<file path="config.mk">
export PLATFORM = sky130hd
export DESIGN_NAME = state_loader
export DESIGN_NICKNAME = d
export VERILOG_FILES = /design/src/rtl/state_loader_pkg.sv /design/src/rtl/slice_parity.sv /design/src/rtl/state_loader.sv
export SDC_FILE = /design/constraint.sdc
export NUM_CORES = 2
export LEC_CHECK = 0
export BUFFER_PORTS_ARGS = -buffer_cell sky130_fd_sc_hd__buf_4
export CORE_AREA = 2 2 630 632
export DETAILED_ROUTE_END_ITERATION = 10
export DIE_AREA = 0 0 632 634
export HOLD_SLACK_MARGIN = 0.06
export PLACE_DENSITY_LB_ADDON = 0.3
export SYNTH_ARGS = -nofsm -noshare
export SYNTH_HDL_FRONTEND = slang
export SYNTH_SLANG_ARGS = --single-unit
</file>
<file path="constraint.sdc">
create_clock -name clk -period 1.5 [get_ports clk]
set_clock_uncertainty 0.05 [all_clocks]
set_input_delay 0.075 -clock clk [delete_from_list [all_inputs] [get_ports clk]]
set_output_delay 0.075 -clock clk [all_outputs]
set_load 0.02 [all_outputs]
</file>
<file path="src/rtl/state_loader_pkg.sv">
// state_loader_pkg -- shared sizing and state encodings for the slice loader.
//
// The ISA_V block below holds the shared ISA header definitions (geometry
// macros and state codes). It is guarded so that when the real shared ISA
// header is compiled first, its definitions are the ones in force and
// nothing here overrides them.
//
// Package contents:
//   NUM_ROW, NUM_LANE, NUM_SLICE, NUM_CELLS  geometry taken from the macros
//   CNT_W, LAST_BEAT                         beat counter sizing
//   ld_state_e                               loader FSM states
`ifndef ISA_V
`define ISA_V
`define NUM_ROW   5
`define NUM_LANE  64
`define NUM_SLICE 25
`define NUM_CELLS 1600
`define ST_LOAD   2'd0
`define ST_FIRE   2'd1
`define ST_WAIT   2'd2
`endif

package state_loader_pkg;
  localparam int NUM_ROW   = `NUM_ROW;
  localparam int NUM_LANE  = `NUM_LANE;
  localparam int NUM_SLICE = `NUM_SLICE;
  localparam int NUM_CELLS = `NUM_CELLS;

  // One beat per lane; the counter wraps naturally on the last beat.
  localparam int                CNT_W     = $clog2(NUM_LANE);
  localparam logic [CNT_W-1:0]  LAST_BEAT = CNT_W'(NUM_LANE - 1);

  typedef enum logic [1:0] {
    S_LOAD = `ST_LOAD,
    S_FIRE = `ST_FIRE,
    S_WAIT = `ST_WAIT
  } ld_state_e;
endpackage

</file>
<file path="src/rtl/slice_parity.sv">
// slice_parity -- even-parity checker for one incoming slice.
// Present only when SLICE_PARITY_EN is defined.
//
// Ports:
//   slice_in  slice payload
//   slice_par even parity bit sent alongside the slice
//   mismatch  1 when the ones count over {slice_in, slice_par} is odd
`ifdef SLICE_PARITY_EN
module slice_parity #(
  parameter int W = 25
) (
  input  logic [W-1:0] slice_in,
  input  logic         slice_par,
  output logic         mismatch
);
  assign mismatch = ^{slice_in, slice_par};
endmodule
`endif

</file>
<file path="src/rtl/state_loader.sv">
// state_loader -- gathers NUM_LANE slices into one NUM_CELLS-bit state,
// fires the downstream encoder, and waits for it to finish.
//
// Optional feature: define SLICE_PARITY_EN to add slice_par / par_err and
// the slice_parity checker.
//
// Ports:
//   clk          clock, rising edge
//   rst          asynchronous reset, active low
//   slice_in     one 5x5 slice, rows concatenated MSB-first
//   slice_valid  slice_in valid this cycle
//   slice_ready  loader accepts a slice this cycle (LOAD only)
//   enc_start    one-cycle start pulse to the encoder (FIRE)
//   enc_done     encoder finished; only looked at in WAIT
//   data_out     assembled state, first slice ends up in the MSBs
//   busy         high in FIRE and WAIT
//   slice_par    (SLICE_PARITY_EN) even parity over slice_in
//   par_err      (SLICE_PARITY_EN) sticky parity error, cleared by reset
module state_loader
  import state_loader_pkg::*;
(
  input  logic                 clk,
  input  logic                 rst,
  input  logic [NUM_SLICE-1:0] slice_in,
  input  logic                 slice_valid,
  output logic                 slice_ready,
  output logic                 enc_start,
  input  logic                 enc_done,
  output logic [NUM_CELLS-1:0] data_out,
  output logic                 busy
`ifdef SLICE_PARITY_EN
  ,
  input  logic                 slice_par,
  output logic                 par_err
`endif
);

  ld_state_e        state;
  logic [CNT_W-1:0] beat_cnt;
  logic             accept;

  // slice_ready is a register that only mirrors "in LOAD", so this is safe
  // to use as the accept qualifier without a comb path from slice_valid.
  assign accept = slice_valid & slice_ready;

  always_ff @(posedge clk or negedge rst) begin
    if (!rst) begin
      state       <= S_LOAD;
      beat_cnt    <= '0;
      data_out    <= '0;
      enc_start   <= 1'b0;
      busy        <= 1'b0;
      slice_ready <= 1'b0;
    end else begin
      enc_start <= 1'b0;
      case (state)
        S_LOAD: begin
          // Ready rises on the first edge out of reset and stays up in LOAD.
          slice_ready <= 1'b1;
          if (accept) begin
            data_out <= {data_out[NUM_CELLS-NUM_SLICE-1:0], slice_in};
            beat_cnt <= beat_cnt + 1'b1;
            if (beat_cnt == LAST_BEAT) begin
              state       <= S_FIRE;
              enc_start   <= 1'b1;
              busy        <= 1'b1;
              slice_ready <= 1'b0;
            end
          end
        end
        S_FIRE: state <= S_WAIT;
        S_WAIT: begin
          if (enc_done) begin
            state       <= S_LOAD;
            busy        <= 1'b0;
            slice_ready <= 1'b1;
          end
        end
        default: begin
          state       <= S_LOAD;
          busy        <= 1'b0;
          slice_ready <= 1'b0;
        end
      endcase
    end
  end

`ifdef SLICE_PARITY_EN
  logic par_mismatch;

  slice_parity #(.W(NUM_SLICE)) u_slice_parity (
    .slice_in  (slice_in),
    .slice_par (slice_par),
    .mismatch  (par_mismatch)
  );

  // Sticky: only reset clears it; loading is never held up by it.
  always_ff @(posedge clk or negedge rst) begin
    if (!rst)                        par_err <= 1'b0;
    else if (accept && par_mismatch) par_err <= 1'b1;
  end
`endif

endmodule

</file>
==> flow_results.xml <==
<?xml version="1.0" encoding="UTF-8"?>
<metrics>
  <group name="run_status">
    <metric name="outcome" unit="">finished, violations left</metric>
    <metric name="violations_in_the_final_reports" unit="">setup timing</metric>
  </group>
  <group name="sta">
    <metric name="worst_pin_slew" unit="ns">1.14</metric>
    <metric name="hold_viol" unit="">0</metric>
    <metric name="maxSlewViolCount" unit="">0</metric>
    <metric name="finalCriticalPeriod" unit="ns">1.84</metric>
    <metric name="setup_repair_after_global_routing_missed_its_margin" unit="">true</metric>
    <metric name="final_count_of_negative_setup_slack_endpoints" unit="">3286</metric>
    <metric name="max_clock_freq" unit="GHz">0.543</metric>
    <metric name="finalHoldWorstSlack" unit="ns">0.139</metric>
    <metric name="final.period_utilization" unit="">1.23</metric>
    <metric name="slew_headroom" unit="">0.234</metric>
    <metric name="layout_setup_ws" unit="ns">-0.342</metric>
  </group>
  <group name="critical_path">
    <metric name="startpoint_class" unit="">register</metric>
    <metric name="worstPathRequired" unit="ns">2.20</metric>
    <metric name="path_buf_inv" unit="">3</metric>
    <metric name="critical_path.max_stage_delay" unit="ns">0.39</metric>
    <metric name="path_depth" unit="">6</metric>
    <metric name="critical_path.max_fanout" unit="">28</metric>
    <metric name="critPathArrivalTime" unit="ns">2.54</metric>
    <metric name="critPathCaptureType" unit="">register</metric>
    <metric name="crit_slowest_cell" unit="">sky130_fd_sc_hd__dfrtp_1</metric>
    <metric name="worst_path_dominant_cell_family" unit="">buffers and inverters</metric>
    <metric name="criticalPathCategory" unit="">register to register</metric>
    <metric name="reg2reg_depth" unit="">6</metric>
    <metric name="worstPathCellList" unit="">and4bb_4 -&gt; buf_12 -&gt; buf_16 -&gt; buf_12 -&gt; nand2_1 -&gt; nand2_1</metric>
  </group>
  <group name="power">
    <metric name="power.internal" unit="W">0.0850</metric>
    <metric name="static_leakage" unit="nW">50.5</metric>
    <metric name="power.combinational.fraction" unit="">0.179</metric>
    <metric name="power.net_switching" unit="W">0.0393</metric>
    <metric name="power_density" unit="nW/um2">1370</metric>
    <metric name="share_seq_of_total_power" unit="">0.420</metric>
    <metric name="power.share.switching" unit="">0.316</metric>
    <metric name="p_clk_frac" unit="">0.401</metric>
    <metric name="ir_drop" unit="V">0.000930</metric>
  </group>
  <group name="synthesis">
    <metric name="xor_xnor_portion_of_the_synthesized_cell_area" unit="">0.000718</metric>
    <metric name="yosysTopAreaCellShare" unit="">0.661</metric>
    <metric name="postSynthAreaPerCell" unit="um2">8.98</metric>
    <metric name="cell_types_with_the_highest_counts_after_synthesis" unit="">sky130_fd_sc_hd__nand2_1 (4806), sky130_fd_sc_hd__dfrtp_1 (1611), sky130_fd_sc_hd__buf_2 (204), sky130_fd_sc_hd__buf_6 (96), sky130_fd_sc_hd__buf_4 (51)</metric>
    <metric name="postSynth.topFlopCell" unit="">sky130_fd_sc_hd__dfrtp_1</metric>
    <metric name="synth_top_area_cell" unit="">sky130_fd_sc_hd__dfrtp_1</metric>
    <metric name="synth.area.mux_share" unit="">0.000164</metric>
    <metric name="netlist-cell-type-count" unit="">21</metric>
    <metric name="synth_sequential_area_ratio" unit="">0.661</metric>
    <metric name="synth-simple-area-share" unit="">0.297</metric>
    <metric name="postSynthRegisterBits" unit="">1611</metric>
    <metric name="synth-async-reset-ratio" unit="">1.00</metric>
    <metric name="yosys.cell_count.top_type" unit="">sky130_fd_sc_hd__nand2_1</metric>
    <metric name="largest_family_of_logic_cells_by_synthesized_area" unit="">simple AND/OR/NAND/NOR gates</metric>
    <metric name="synthCells" unit="">6794</metric>
    <metric name="synth_nets" unit="">6824</metric>
    <metric name="arithmetic_cell_share_of_the_synthesized_area_counting_full_adders_half_adders_and_majority_gates" unit="">0.000205</metric>
    <metric name="syn-cell-area" unit="um2">61000</metric>
    <metric name="yosys_warnings" unit="">0</metric>
    <metric name="synth_compound_gate_area_share" unit="">0.000328</metric>
    <metric name="synth_edf_count" unit="">0</metric>
    <metric name="synth_area_leaders" unit="">sky130_fd_sc_hd__dfrtp_1 (66%), sky130_fd_sc_hd__nand2_1 (30%), sky130_fd_sc_hd__buf_6 (1.8%)</metric>
  </group>
  <group name="drt">
    <metric name="routedWlPerCell" unit="um">21.6</metric>
    <metric name="detail_route.first_pass.iterations" unit="">6</metric>
    <metric name="drt_first_iter_violations" unit="">3440</metric>
    <metric name="drcViolationCount" unit="">0</metric>
    <metric name="vias" unit="">51919</metric>
    <metric name="drt.antenna.violating_nets" unit="">0</metric>
    <metric name="drt_wl_total" unit="mm">306</metric>
    <metric name="drt-vias-per-instance" unit="">3.66</metric>
  </group>
  <group name="layout">
    <metric name="antenna-diode-count" unit="">0</metric>
    <metric name="final_nets" unit="">8811</metric>
    <metric name="utilization" unit="">0.230</metric>
    <metric name="layout.filler_cells" unit="">43373</metric>
    <metric name="post_route_cells_drive_above_1_share" unit="">0.283</metric>
    <metric name="syn2layout_area_growth" unit="%">48.3</metric>
  </group>
  <group name="clock_tree">
    <metric name="clkSinkCount" unit="">1611</metric>
    <metric name="tritoncts_clock_tree" unit="">built</metric>
    <metric name="clkTransAtPathRegs" unit="ns">0.06</metric>
    <metric name="cts-root-to-sink-buffers" unit="">4</metric>
    <metric name="htree_levels" unit="">4</metric>
    <metric name="clock_latency_of_the_later_clocked_register_in_the_worst_skew_pair" unit="ns">0.89</metric>
    <metric name="cts-buffers-inserted" unit="">196</metric>
    <metric name="clock_tree.root_cell" unit="">sky130_fd_sc_hd__clkbuf_16</metric>
  </group>
  <group name="placement">
    <metric name="post-place-ws" unit="ns">-0.311</metric>
    <metric name="placement.io_buffers" unit="">1631</metric>
    <metric name="place.gp.congestion" unit="">0.863</metric>
    <metric name="hpwl" unit="mm">236</metric>
  </group>
  <group name="job">
    <metric name="max-cap-violations" unit="">0</metric>
  </group>
  <group name="min_path">
    <metric name="holdCritPathClass" unit="">primary input to asynchronous set/reset pin</metric>
  </group>
  <group name="die">
    <metric name="floorplan.initialDensity" unit="">0.155</metric>
    <metric name="die_x" unit="um">632</metric>
    <metric name="floorplan.core_area" unit="um2">394000</metric>
    <metric name="die_h" unit="um">634</metric>
    <metric name="placementRows" unit="">231</metric>
    <metric name="dieArea" unit="um2">401000</metric>
    <metric name="boundaryPins" unit="">1632</metric>
  </group>
  <group name="global_routing">
    <metric name="globalRouteTotalUtil" unit="">0.146</metric>
    <metric name="antenna_violations_before_repair" unit="">3</metric>
    <metric name="overflow" unit="">0</metric>
    <metric name="grt_pass1_vias" unit="">52276</metric>
    <metric name="wire_length_of_the_first_global_routing_pass" unit="mm">421</metric>
    <metric name="grt_start_max_net_pins" unit="">150</metric>
  </group>
</metrics>
## registers in the layout (all words and copies together) (netlist names)
signal       cells
data_out      1600
state            2
slice_ready      1
busy             1
enc_start        1
beat_cnt         6
## worst min-delay path, delay by kind of cell
family | cells | cell delay, ns
buffers and inverters | 4 | 1.26
## area by class of cell
class,count,area (um2),share of cell area
sequential,1611,40500,0.447
timing repair buffer,2145,18500,0.205
multi-input combinational,4827,18200,0.201
tap,5242,6560,0.0725
clock buffer,284,5700,0.0629
clock inverter,66,1000,0.0111
## per-stage QoR
step	power [W]	area (um2)	setup TNS (ns)	cells
floorplan	0.0597	61000	0	6794
detailed placement	0.0743	81200	-309.03	13647
CTS	0.127	90400	-673.65	14173
finish	0.124	90500	-431.92	14175
global placement	0.0742	81200	-277.79	13647
global route	0.130	90500	-697.63	14175
## cell usage in the layout (no fill, tap or decap), types with 2 or more instances in the layout
cell / count
sky130_fd_sc_hd__clkinv_16: 5
sky130_fd_sc_hd__nand2_1: 4806
sky130_fd_sc_hd__buf_16: 7
sky130_fd_sc_hd__clkbuf_8: 46
sky130_fd_sc_hd__buf_4: 1810
sky130_fd_sc_hd__clkinv_2: 26
sky130_fd_sc_hd__dfrtp_2: 119
sky130_fd_sc_hd__bufinv_16: 18
sky130_fd_sc_hd__clkbuf_16: 197
sky130_fd_sc_hd__inv_6: 7
sky130_fd_sc_hd__dfrtp_1: 1483
sky130_fd_sc_hd__nand4_1: 2
sky130_fd_sc_hd__buf_8: 23
sky130_fd_sc_hd__clkbuf_1: 42
sky130_fd_sc_hd__clkinvlp_4: 4
sky130_fd_sc_hd__nor3_1: 2
sky130_fd_sc_hd__dlygate4sd3_1: 56
sky130_fd_sc_hd__buf_12: 114
sky130_fd_sc_hd__dfrtp_4: 9
sky130_fd_sc_hd__buf_6: 133
sky130_fd_sc_hd__clkinv_8: 3
sky130_fd_sc_hd__nand2b_1: 2
sky130_fd_sc_hd__xnor2_1: 4
## final timing paths
| path | startpoint | endpoint | slack, ns |
|---|---|---|---|
| hold reg to reg | data_out[606]$_DFFE_PN0P_ | data_out[631]$_DFFE_PN0P_ | 0.38 |
| setup reg to reg | state[1]$_DFFE_PN0P_ | data_out[635]$_DFFE_PN0P_ | -0.34 |
| max in group asynchronous | rst | data_out[665]$_DFFE_PN0P_ | -0.20 |
| hold / removal | rst | data_out[726]$_DFFE_PN0P_ | 0.14 |
| min in group clk | data_out[606]$_DFFE_PN0P_ | data_out[631]$_DFFE_PN0P_ | 0.38 |
| setup / recovery | state[1]$_DFFE_PN0P_ | data_out[635]$_DFFE_PN0P_ | -0.34 |
## power groups by stage
stage / Sequential (W) / Combinational [W] / Clock (W)
2_1_floorplan: 0.0549 / 0.00479 / 0
3_3_place_gp: 0.0534 / 0.0208 / 0
3_5_place_dp: 0.0534 / 0.0209 / 0
4_1_cts: 0.0524 / 0.0229 / 0.0514
5_1_grt: 0.0526 / 0.0239 / 0.0531
6_report: 0.0523 / 0.0222 / 0.0498
## per-layer routing
metal / track usage / routed length [um] / vias to the layer above
met2: 0.281 / 167000 / 1512
met3: 0.0356 / 18900 / 417
li1: - / - / 24534
met5: 0 / 0 / -
met4: 0.0588 / 13600 / 0
met1: 0.150 / 106000 / 25456
## cell families after synthesis
| logic type | after synthesis |
|---|---|
| AND/OR/NAND/NOR | 4817 |
| buffers and inverters | 356 |
| flip-flops | 1611 |
| adder cells (fa/ha/maj) | 1 |
| XOR/XNOR | 5 |
| AO/OA/AOI/OAI | 3 |
| multiplexers | 1 |
## what timing repair did
action | CTS | global route
cloned | 1 | 1
endpoints found under the hold margin | 2018 | 0
setup endpoints to repair | 3212 | 3339
hold buffers | 57 | 0
gates resized for setup | 349 | 11
setup buffers | 118 | 1
Power figures use the tool's default switching activity.
